### src/rtl/cpu_run_ctrl.sv
`default_nettype none
// ============================================================================
// cpu_run_ctrl : holds/releases the cpu, counts run cycles, detects halt,
//                drains the pipeline, then streams nonzero data-memory words.
// Revision 1.0
// ============================================================================
module cpu_run_ctrl #(
    parameter int                ADDR_W       = 16,
    parameter int                DATA_W       = 16,
    parameter int                RESET_CYCLES = 4,
    parameter int                DRAIN_CYCLES = 10,
    parameter logic [31:0]       MAX_CYCLES   = 32'd1000000,
    parameter logic [DATA_W-1:0] HALT_A       = 16'hE000,
    parameter logic [DATA_W-1:0] HALT_B       = 16'hE7FF
) (
    input  logic              clk,
    input  logic              reset,
    input  logic              start,
    output logic              cpu_reset,
    input  logic [DATA_W-1:0] cpu_instr,
    output logic              mem_own,
    output logic [ADDR_W-1:0] mem_addr,
    input  logic [DATA_W-1:0] mem_rdata,
    output logic              dump_valid,
    output logic [ADDR_W-1:0] dump_addr,
    output logic [DATA_W-1:0] dump_data,
    input  logic              dump_ready,
    output logic              busy,
    output logic              done,
    output logic              timeout,
    output logic [31:0]       cycle_count
);

    localparam int c_CNT_MAX = (RESET_CYCLES > DRAIN_CYCLES) ? RESET_CYCLES : DRAIN_CYCLES;
    localparam int c_CNT_W   = $clog2(c_CNT_MAX + 1) + 1;
    localparam logic [ADDR_W-1:0]  c_LAST_ADDR  = {ADDR_W{1'b1}};
    localparam logic [c_CNT_W-1:0] c_HOLD_LAST  = c_CNT_W'(RESET_CYCLES);
    localparam logic [c_CNT_W-1:0] c_DRAIN_LAST = c_CNT_W'(DRAIN_CYCLES);
    localparam logic [c_CNT_W-1:0] c_CNT_ONE    = c_CNT_W'(1);

    typedef enum logic [2:0] {
        S_IDLE    = 3'd0,
        S_HOLD    = 3'd1,
        S_RUN     = 3'd2,
        S_DRAIN   = 3'd3,
        S_RD_ADDR = 3'd4,
        S_RD_DATA = 3'd5,
        S_OUT     = 3'd6,
        S_DONE    = 3'd7
    } state_t;

    state_t              r_state;
    logic [c_CNT_W-1:0]  r_cnt;
    logic                r_cpu_reset;
    logic                r_mem_own;
    logic [ADDR_W-1:0]   r_mem_addr;
    logic                r_dump_valid;
    logic [ADDR_W-1:0]   r_dump_addr;
    logic [DATA_W-1:0]   r_dump_data;
    logic                r_busy;
    logic                r_done;
    logic                r_timeout;
    logic [31:0]         r_cycle_count;

    logic                w_is_halt;
    logic                w_last_addr;
    logic [31:0]         w_count_inc;
    logic                w_timeout_hit;

    assign w_is_halt     = (cpu_instr == HALT_A) || (cpu_instr == HALT_B);
    assign w_last_addr   = (r_mem_addr == c_LAST_ADDR);
    assign w_count_inc   = (r_cycle_count == 32'hFFFF_FFFF) ? r_cycle_count
                                                            : r_cycle_count + 32'd1;
    // Timeout fires on the edge whose incremented count reaches the limit.
    assign w_timeout_hit = (MAX_CYCLES != 32'd0) && (w_count_inc >= MAX_CYCLES);

    always_ff @(posedge clk or negedge reset) begin
        if (!reset) begin
            r_state       <= S_IDLE;
            r_cnt         <= '0;
            r_cpu_reset   <= 1'b1;
            r_mem_own     <= 1'b0;
            r_mem_addr    <= '0;
            r_dump_valid  <= 1'b0;
            r_dump_addr   <= '0;
            r_dump_data   <= '0;
            r_busy        <= 1'b0;
            r_done        <= 1'b0;
            r_timeout     <= 1'b0;
            r_cycle_count <= '0;
        end else begin
            case (r_state)
                S_IDLE, S_DONE: begin
                    if (start) begin
                        r_state       <= S_HOLD;
                        r_cnt         <= c_CNT_ONE;
                        r_cycle_count <= '0;
                        r_timeout     <= 1'b0;
                        r_busy        <= 1'b1;
                        r_done        <= 1'b0;
                        r_cpu_reset   <= 1'b1;
                        r_mem_own     <= 1'b0;
                    end
                end

                S_HOLD: begin
                    if (r_cnt >= c_HOLD_LAST) begin
                        r_state     <= S_RUN;
                        r_cpu_reset <= 1'b0;
                    end else begin
                        r_cnt <= r_cnt + c_CNT_ONE;
                    end
                end

                S_RUN: begin
                    r_cycle_count <= w_count_inc;
                    // Halt takes precedence when both land on the same edge.
                    if (w_is_halt || w_timeout_hit) begin
                        r_state   <= S_DRAIN;
                        r_timeout <= ~w_is_halt;
                        r_cnt     <= c_CNT_ONE;
                    end
                end

                S_DRAIN: begin
                    if (r_cnt >= c_DRAIN_LAST) begin
                        r_state     <= S_RD_ADDR;
                        r_cpu_reset <= 1'b1;
                        r_mem_own   <= 1'b1;
                        r_mem_addr  <= '0;
                    end else begin
                        r_cnt <= r_cnt + c_CNT_ONE;
                    end
                end

                S_RD_ADDR: begin
                    r_state <= S_RD_DATA;
                end

                S_RD_DATA: begin
                    if (mem_rdata != '0) begin
                        r_dump_valid <= 1'b1;
                        r_dump_addr  <= r_mem_addr;
                        r_dump_data  <= mem_rdata;
                        r_state      <= S_OUT;
                    end else if (w_last_addr) begin
                        r_state   <= S_DONE;
                        r_mem_own <= 1'b0;
                        r_busy    <= 1'b0;
                        r_done    <= 1'b1;
                    end else begin
                        r_mem_addr <= r_mem_addr + 1'b1;
                        r_state    <= S_RD_ADDR;
                    end
                end

                S_OUT: begin
                    if (dump_ready) begin
                        r_dump_valid <= 1'b0;
                        if (w_last_addr) begin
                            r_state   <= S_DONE;
                            r_mem_own <= 1'b0;
                            r_busy    <= 1'b0;
                            r_done    <= 1'b1;
                        end else begin
                            r_mem_addr <= r_mem_addr + 1'b1;
                            r_state    <= S_RD_ADDR;
                        end
                    end
                end

                default: begin
                    r_state <= S_IDLE;
                end
            endcase
        end
    end

    assign cpu_reset   = r_cpu_reset;
    assign mem_own     = r_mem_own;
    assign mem_addr    = r_mem_addr;
    assign dump_valid  = r_dump_valid;
    assign dump_addr   = r_dump_addr;
    assign dump_data   = r_dump_data;
    assign busy        = r_busy;
    assign done        = r_done;
    assign timeout     = r_timeout;
    assign cycle_count = r_cycle_count;

endmodule
`default_nettype wire
### config.mk
export PLATFORM = sky130hd
export DESIGN_NAME = cpu_run_ctrl
export DESIGN_NICKNAME = d
export VERILOG_FILES = /design/src/rtl/cpu_run_ctrl.sv
export SDC_FILE = /design/constraint.sdc
export NUM_CORES = 1
export LEC_CHECK = 0
export CAP_MARGIN = 20
export CORE_MARGIN = 8
export CORE_UTILIZATION = 50
export CTS_BUF_LIST = sky130_fd_sc_hd__clkbuf_2
export CTS_CLUSTER_SIZE = 25
export DETAILED_ROUTE_END_ITERATION = 12
export PLACE_DENSITY = 0.77
export SLEW_MARGIN = 5
export SYNTH_ARGS = -nofsm -noshare
export SYNTH_HDL_FRONTEND = slang
export SYNTH_SLANG_ARGS = --single-unit
### constraint.sdc
create_clock -name clk -period 6.5 [get_ports clk]
set_clock_uncertainty 0.15 [all_clocks]
set_input_delay 1.3 -clock clk [delete_from_list [all_inputs] [get_ports clk]]
set_output_delay 1.3 -clock clk [all_outputs]
set_load 0.01 [all_outputs]
# After elaboration in Yosys (flattened, before gate mapping)
# Index checks and enable logic that the tools add are counted.
# op_classes
shifts	0
add_sub_neg	3
n_eq_ne	20
n_mul	0
magnitude_cmp	3
bitwise_logic	1
n_reduce_logical	22
n_div	0
muxes	43
# op_table
cell	n
16-bit 2-to-1 mux	4
32-bit 2-to-1 mux	2
32-bit case mux with 2 select lines	1
16-bit == test, second input constant	3
16-bit case mux with 3 select lines	1
32-bit by 1-bit adder with 32-bit output, second input constant	1
32-bit == test, second input constant	1
32-bit by 20-bit >= comparator with 1-bit output, second input constant	1
3-bit case mux with 7 select lines	1
5-bit 2-to-1 mux	4
5-bit case mux with 4 select lines	1
2-bit inequality test, second input constant	9
16-bit by 1-bit adder with 16-bit output, second input constant	1
1-bit 2-to-1 mux	16
16-bit nonzero test	1
3-bit 2-to-1 mux	5
5-bit AND reduction	3
3-bit == test, second input constant	4
4-bit AND reduction	3
1-bit case mux with 3 select lines	3
3-bit nonzero test	3
4-bit nonzero test	2
3-bit by 2-bit == test with 1-bit output, second input constant	2
3-bit AND reduction	2
other kinds (13)	18
# word_totals
ramBits	0
latch_bits	0
word_cells	104
romBits	0
out_inout_bits	86
in_bits	36
memories	0
register_bits	94

# Logic depth before layout (Yosys ltp)
# Gate-level depths: netlist (run 1).
# depth
ltp_word	6
depth_mapped	11
depth_no_buf	10

# Worst setup path before layout (run 1)
# Ideal clock, no wire load.
# synth_timing
kind	input-to-reg
start	in mem_rdata[10]
end	reg r_mem_addr[13] (netlist: mem_addr[13])
setup_slack_ns	3.351
path_stages	9
t_arrival_ns	2.868
path_buffers	0
path_cell_list	nor4_1 nand4_1 nor3_1 o211a_1 nand4_1 nor2_1 nand4_1 xor2_1 nor2_1
# synth_via
elab_chain_len	3
# synth_rtl
item	line_no	rtl
start, declared	23	input logic [DATA_W-1:0] mem_rdata,
16-bit nonzero test	141	if (mem_rdata != '0) begin
2-bit inequality test (no line)	-	
4-bit AND reduction (no line)	-	
end signal, assigned	152	r_mem_addr <= r_mem_addr + 1'b1;
end signal, assigned	166	r_mem_addr <= r_mem_addr + 1'b1;
end, declared	56	logic [ADDR_W-1:0] r_mem_addr;
# Every way passes these cells.
# A chain may end at the register's enable or synchronous reset.

# Worst setup path after layout (run 1)
# layout_timing
start	in mem_rdata[10]
end	reg r_dump_addr[11] (netlist: dump_addr[11])
# layout_via
elab_chain_len	2
# layout_rtl
item	line_no	rtl
16-bit nonzero test	141	
2-bit AND reduction (no line)	-	
end signal, assigned	143	r_dump_addr <= r_mem_addr;
end, declared	58	logic [ADDR_W-1:0] r_dump_addr;
# Every way passes these cells.

==> impl_metrics.json, run 1 <==
{
  "status": "finished, final reports clean",
  "worst_ep_required_time_ps": 6870,
  "crit_type": "input port to register",
  "routed.top_layer": "met4",
  "hold_path.class": "register to register",
  "route.met3.wl_um": 864,
  "synth-seq-area-share_pct": 44.3,
  "grt_pass1_vias": 4720,
  "rsz0062_at_grt": "no",
  "end_kind": "register",
  "clk_latency_ps": 620,
  "worst_pin_slew_ps": 1010,
  "fin_area_mm2": 0.00669,
  "row_count": 37,
  "fillers": 829,
  "finalWirelength_um": 14300,
  "antenna_found_initial": 0,
  "finalSetupViolCount": 0,
  "routedWlPerCell_um": 17.6,
  "maxSlewViolCount": 0,
  "first_pass_iters": 4,
  "met2_length_um": 7050,
  "finalHoldViolations": 0,
  "cap_violations": 0,
  "die_h_um": 119,
  "cts_root_buffer": "clkbuf_2",
  "netlist_area_mm2": 0.00531,
  "preCtsSetupSlack_ps": 2220,
  "ant_nets": 0,
  "ios": 122,
  "cts_tree": "done",
  "cts_made_buffers": 9,
  "hpwl_um": 10500,
  "grt_use_total_pct": 20.2,
  "syn_area_per_cell_um2": 9.39,
  "tns_ps": 0,
  "ys.warnings.count": 0,
  "core-area_mm2": 0.0103,
  "place_area_mm2": 0.00656,
  "nets": 709,
  "ys.flop_type": "dfrtp_1",
  "vias_per_cell": 5.96,
  "die_w_um": 119,
  "portBuffers": 121,
  "hold_path.startpoint": "dump_data[2]$_DFFE_PN0P_",
  "power_density_mw_per_mm2": 296,
  "remaining_drc_errors": 0,
  "cts_num_sinks": 94,
  "synth_edf_count": 0,
  "start_kind": "input port",
  "leakage_nw": 2.73,
  "cts.reportedPaths.clkPinSlew_ps": 280,
  "period_share_pct": 55.6,
  "drtIter0Drc": 286,
  "fin_crit_ps": 3610,
  "htree_levels": 3,
  "critPathLaunch": "mem_rdata[10]",
  "start_util_pct": 51.4,
  "ys_types": 69,
  "peakVddDrop_mv": 0.146,
  "timing.rr.start": "cycle_count[14]$_DFFE_PN0P_",
  "fmax_mhz": 277,
  "path_max_fanout": 21,
  "ctsResizeCount": 0,
  "clock_path_buffers": 2,
  "syn_to_final_growth_pct": 26.0,
  "ff2ff_setup_slack_ps": 3110,
  "grt_pass1_wl_um": 23800,
  "mostFrequentLayoutCell": "clkdlybuf4s50_1",
  "grt-ovfl-total": 0,
  "layout_common_cells": "clkdlybuf4s50_1 (120), dfrtp_1 (93), nor2_1 (53)",
  "synth_fp_nets": 605,
  "antenna_cells": 0,
  "die_area_mm2": 0.0142,
  "critical_path_arrival_ps": 3980,
  "synthCells": 565,
  "ctsHoldBuffers": 0,
  "grt_max_degree": 61,
  "met1_length_um": 6090,
  "gp_congestion": 0.900,
  "synth_seq_cells": 94,
  "layout-drive-gt1-share_pct": 11.7,
  "crit_end": "dump_addr[11]$_DFFE_PN0P_",
  "fin_ws_ps": 2890,
  "vias": 4824,
  "worstRegToRegCells": 10,
  "cts_setup_buffers": 0,
  "async_flop_share_pct": 100,
  "relSlewSlack_pct": 32.5,
  "rr_endpoint": "r_state[1]$_DFFE_PN0P_"
}
==> cell usage after synthesis, drive strengths merged, types with 14 or more instances <==
cell type	n	share of area, %
dfrtp	93	44
nand2	53	3.8
nor2	53	3.7
o21ai	47	4.5
nand3	36	3.4
mux2	34	7.2
nand4	22	2.7
a21oi	21	2.1
buf	17	1.8
xor2	16	2.6
clkbuf	15	1.1
nor3	14	1.4
==> critical path, cell delays in order <==
cell and delay [ps]:
clkdlybuf4s50_1 430, nor4_1 340, nand4_1 290, and3b_1 280, nand2_1 620, buf_4 340, mux2_2 360
==> final cells by class <==
class | count | area, um^2 | area share [%]
clock buffer | 9 | 45.0 | 0.673
tap | 136 | 170 | 2.54
sequential | 94 | 2350 | 35.2
inverter | 8 | 30.0 | 0.449
clock inverter | 7 | 75.1 | 1.12
multi-input combinational | 431 | 2780 | 41.5
timing repair buffer | 125 | 1240 | 18.5
==> per-stage QoR <==
stage | power (W) | util [%] | instances | hold WS [ps]
after global placement | 0.00167 | 63.6 | 793 | 331
final | 0.00198 | 64.8 | 810 | 394
after floorplan | 0.00134 | - | 565 | 353
after CTS | 0.00199 | 64.7 | 809 | 398
after detailed placement | 0.00170 | 63.6 | 793 | 343
after global routing | 0.00211 | 64.8 | 810 | 422
==> how the worst min path moves through the flow <==
| stage | endpoint | depth (start not counted) | slack [ps] |
|---|---|---|---|
| 3_3_place_gp | done$_DFFE_PN0P_ | 2 | 330 |
| 5_1_grt | dump_data[15]$_DFFE_PN0P_ | 1 | 420 |
| 3_5_place_dp | dump_addr[12]$_DFFE_PN0P_ | 1 | 340 |
| 6_report | dump_data[2]$_DFFE_PN0P_ | 1 | 390 |
| 2_1_floorplan | r_cnt[4]$_DFFE_PN0P_ | 1 | 350 |
| 4_1_cts | dump_data[2]$_DFFE_PN0P_ | 1 | 400 |
==> cell families after synthesis <==
| family | share of synthesized area (%) |
|---|---|
| and+or+nand+nor | 23.0 |
| AOI/OAI and AO/OA | 15.8 |
| DFF | 44.3 |
| buffers and inverters | 3.44 |
| muxes | 8.35 |
| xor gates and xnor gates | 4.13 |
| adders and majority gates | 0.943 |
==> power by group <==
part / leakage (nW) / total [W] / switching, W / internal, W
clock: 0.0712 / 0.000296 / 0.000232 / 0.0000648
sequential: 1.25 / 0.000856 / 0.000157 / 0.000699
combinational: 1.40 / 0.000827 / 0.000411 / 0.000416
total: 2.73 / 0.00198 / 0.000800 / 0.00118
==> registers in the layout, summed over array words and instances (netlist names) <==
name	count
busy	1
cpu_reset	1
cycle_count	32
done	1
dump_addr	16
dump_data	16
dump_valid	1
mem_addr	16
mem_own	1
r_cnt	5
r_state	3
timeout	1
==> routing by layer <==
layer	track usage (%)	vias up
li1	-	2289
met1	24.9	2335
met2	33.5	176
met3	4.87	24
met4	7.67	0
met5	0	-
(Power assumes the default switching activity.)
==> inputs of run 2 (changes only) <==
--- a/config.mk
+++ b/config.mk
@@ -7,11 +7,11 @@
 export LEC_CHECK = 0
 export CAP_MARGIN = 20
 export CORE_MARGIN = 8
-export CORE_UTILIZATION = 50
+export CORE_UTILIZATION = 47
 export CTS_BUF_LIST = sky130_fd_sc_hd__clkbuf_2
 export CTS_CLUSTER_SIZE = 25
 export DETAILED_ROUTE_END_ITERATION = 12
-export PLACE_DENSITY = 0.77
+export PLACE_DENSITY = 0.76
 export SLEW_MARGIN = 5
 export SYNTH_ARGS = -nofsm -noshare
 export SYNTH_HDL_FRONTEND = slang
==> constraint.sdc (replaced) <==
create_clock -name clk -period 3.2 [get_ports clk]
set_clock_uncertainty 0.15 [all_clocks]
set_input_delay 0.64 -clock clk [delete_from_list [all_inputs] [get_ports clk]]
set_output_delay 0.64 -clock clk [all_outputs]
set_load 0.01 [all_outputs]
==> run 2 against run 1 <==
Compared with the run above:
- first-iteration DRC count increased by 56%
- total power increased by 110%
- largest cell class unchanged
- combinational power increased by 140%
- wire length increased by 4.0%
- count of clock-buffer cells in the layout increased by 2
- clock power increased by 75%
- cell count increased by 5.6%
- via count increased by 4.9%
- sequential share of layout area decreased by 1.5 points
- hold slack got worse by 5.8 ps
==> impl_metrics.json, run 2 (synthesis gave the netlist of run 1 again) <==
{
  "status": "finished, final reports clean",
  "worstRegToRegCells": 10,
  "die_w_um": 122,
  "period_share_pct": 94.6,
  "relSlewSlack_pct": 62.4,
  "switching_power_w": 0.00158,
  "stdcell_count": 855,
  "swShare_pct": 38.9,
  "crit_end": "r_cnt[2]$_DFFE_PN0P_",
  "crit_type": "register to register",
  "path_max_fanout": 8,
  "first_pass_iters": 5,
  "antenna_cells": 0,
  "die_h_um": 122,
  "largest_reg_flops": 32,
  "vias_per_cell": 5.92,
  "fin_crit_ps": 3030,
  "core-area_mm2": 0.0112,
  "hpwl_um": 11200,
  "die_area_mm2": 0.0149,
  "routedWlPerCell_um": 17.4,
  "ff2ff_setup_slack_ps": 170,
  "ant_nets": 0,
  "finalSetupViolCount": 0,
  "dp.cells": 838,
  "worst_ep_required_time_ps": 3560,
  "maxSlewViolCount": 0,
  "hold-path-cell-count": 1,
  "cts_tree": "done",
  "grt_max_degree": 54,
  "finalHoldViolations": 0,
  "start_kind": "register",
  "cts.reportedPaths.clkPinSlew_ps": 240,
  "peakVddDrop_mv": 0.327,
  "tns_ps": 0,
  "layout-drive-gt1-share_pct": 16.2,
  "grt_pass1_wl_um": 24300,
  "internal_power_w": 0.00249,
  "row_count": 39,
  "combPwrFrac_pct": 48.0,
  "seq_power_share_pct": 39.3,
  "fillers": 956,
  "fmax_mhz": 330,
  "cts_setup_buffers": 0,
  "clk_latency_ps": 580,
  "antenna_found_initial": 0,
  "start_util_pct": 47.3,
  "grt-ovfl-total": 0,
  "htree_levels": 3,
  "leakage_nw": 2.91,
  "nets": 747,
  "remaining_drc_errors": 0,
  "cts_made_buffers": 9,
  "power_density_mw_per_mm2": 583,
  "end_kind": "register",
  "critical_path_arrival_ps": 3380,
  "cts_num_sinks": 94,
  "timing.rr.start": "cycle_count[0]$_DFFE_PN0P_",
  "portBuffers": 121,
  "critPathLaunch": "cycle_count[0]$_DFFE_PN0P_",
  "grt_pass1_vias": 4887,
  "layout_common_cells": "clkdlybuf4s50_1 (120), dfrtp_1 (93), nor2_1 (53)",
  "holdWs_ps": 389,
  "clock_path_buffers": 2,
  "ios": 122,
  "rr_endpoint": "r_cnt[2]$_DFFE_PN0P_",
  "syn_to_final_growth_pct": 31.5,
  "finalWirelength_um": 14900,
  "drtIter0Drc": 445,
  "hold_path.class": "register to register",
  "mostFrequentLayoutCell": "clkdlybuf4s50_1",
  "grt_use_total_pct": 20.2,
  "clockPowerShare_pct": 12.7,
  "cap_violations": 0,
  "cts_root_buffer": "clkbuf_2",
  "gp_congestion": 0.944,
  "worst_pin_slew_ps": 564,
  "vias": 5060
}
-- run 2: routing by layer --
metal	wire [um]	up-vias	GRT usage [%]
met1	6410	2446	26.1
li1	-	2363	-
met3	1200	30	4.42
met5	0	-	0
met2	6970	221	32.7
met4	286	0	7.62
-- run 2: final cells by class --
class / instances / area, um^2 / area share [%]
Multi-Input combinational cell: 431 / 2770 / 39.8
Inverter: 8 / 30.0 / 0.430
Timing Repair Buffer: 163 / 1550 / 22.2
Clock inverter: 5 / 35.0 / 0.502
Clock buffer: 11 / 55.1 / 0.789
Sequential cell: 94 / 2350 / 33.7
Tap cell: 143 / 179 / 2.56
-- run 2: power groups by stage --
stage,sequential (W),clock [W],combinational (W)
2_1_floorplan,0.00169,0,0.00103
3_5_place_dp,0.00162,0,0.00196
3_3_place_gp,0.00161,0,0.00191
5_1_grt,0.00163,0.000593,0.00213
6_report,0.00160,0.000518,0.00195
4_1_cts,0.00160,0.000534,0.00196
-- run 2: worst min path at each step --
stage | from | end | slack (ps)
finish | dump_data[14]$_DFFE_PN0P_ | dump_data[14]$_DFFE_PN0P_ | 390
global route | reset | dump_addr[9]$_DFFE_PN0P_ | 400
CTS | reset | dump_addr[9]$_DFFE_PN0P_ | 370
detailed placement | dump_data[14]$_DFFE_PN0P_ | dump_data[14]$_DFFE_PN0P_ | 340
global placement | dump_addr[11]$_DFFE_PN0P_ | dump_addr[11]$_DFFE_PN0P_ | 340
floorplan | reset | busy$_DFFE_PN0P_ | 190
-- run 2: through the flow --
step / worst slack (ps) / cell area, um^2 / utilization [%] / total power [W]
floorplan: 344 / 5310 / - / 0.00272
finish: 173 / 6980 / 62.2 / 0.00407
detailed placement: 8.39 / 6880 / 61.3 / 0.00358
CTS: 137 / 6980 / 62.2 / 0.00410
global placement: 133 / 6880 / 61.3 / 0.00352
global route: -16.8 / 6980 / 62.2 / 0.00435
-- run 2: repair_timing --
action,in CTS,in global routing
gates resized for setup,0,1
setup endpoints to repair,0,1
hold endpoints to repair,41,0
hold buffers,1,0
-- run 2: worst max-delay path, cell delays in order, from the launching register on --
cell      delay, ps
dfrtp_1         420
ha_1            220
nand3_1         130
or2_4           300
a2111o_1        430
xnor2_1         170
o211a_1         220
nand3_1         130
o31ai_4         480
o21ai_2         110
a32o_1          210
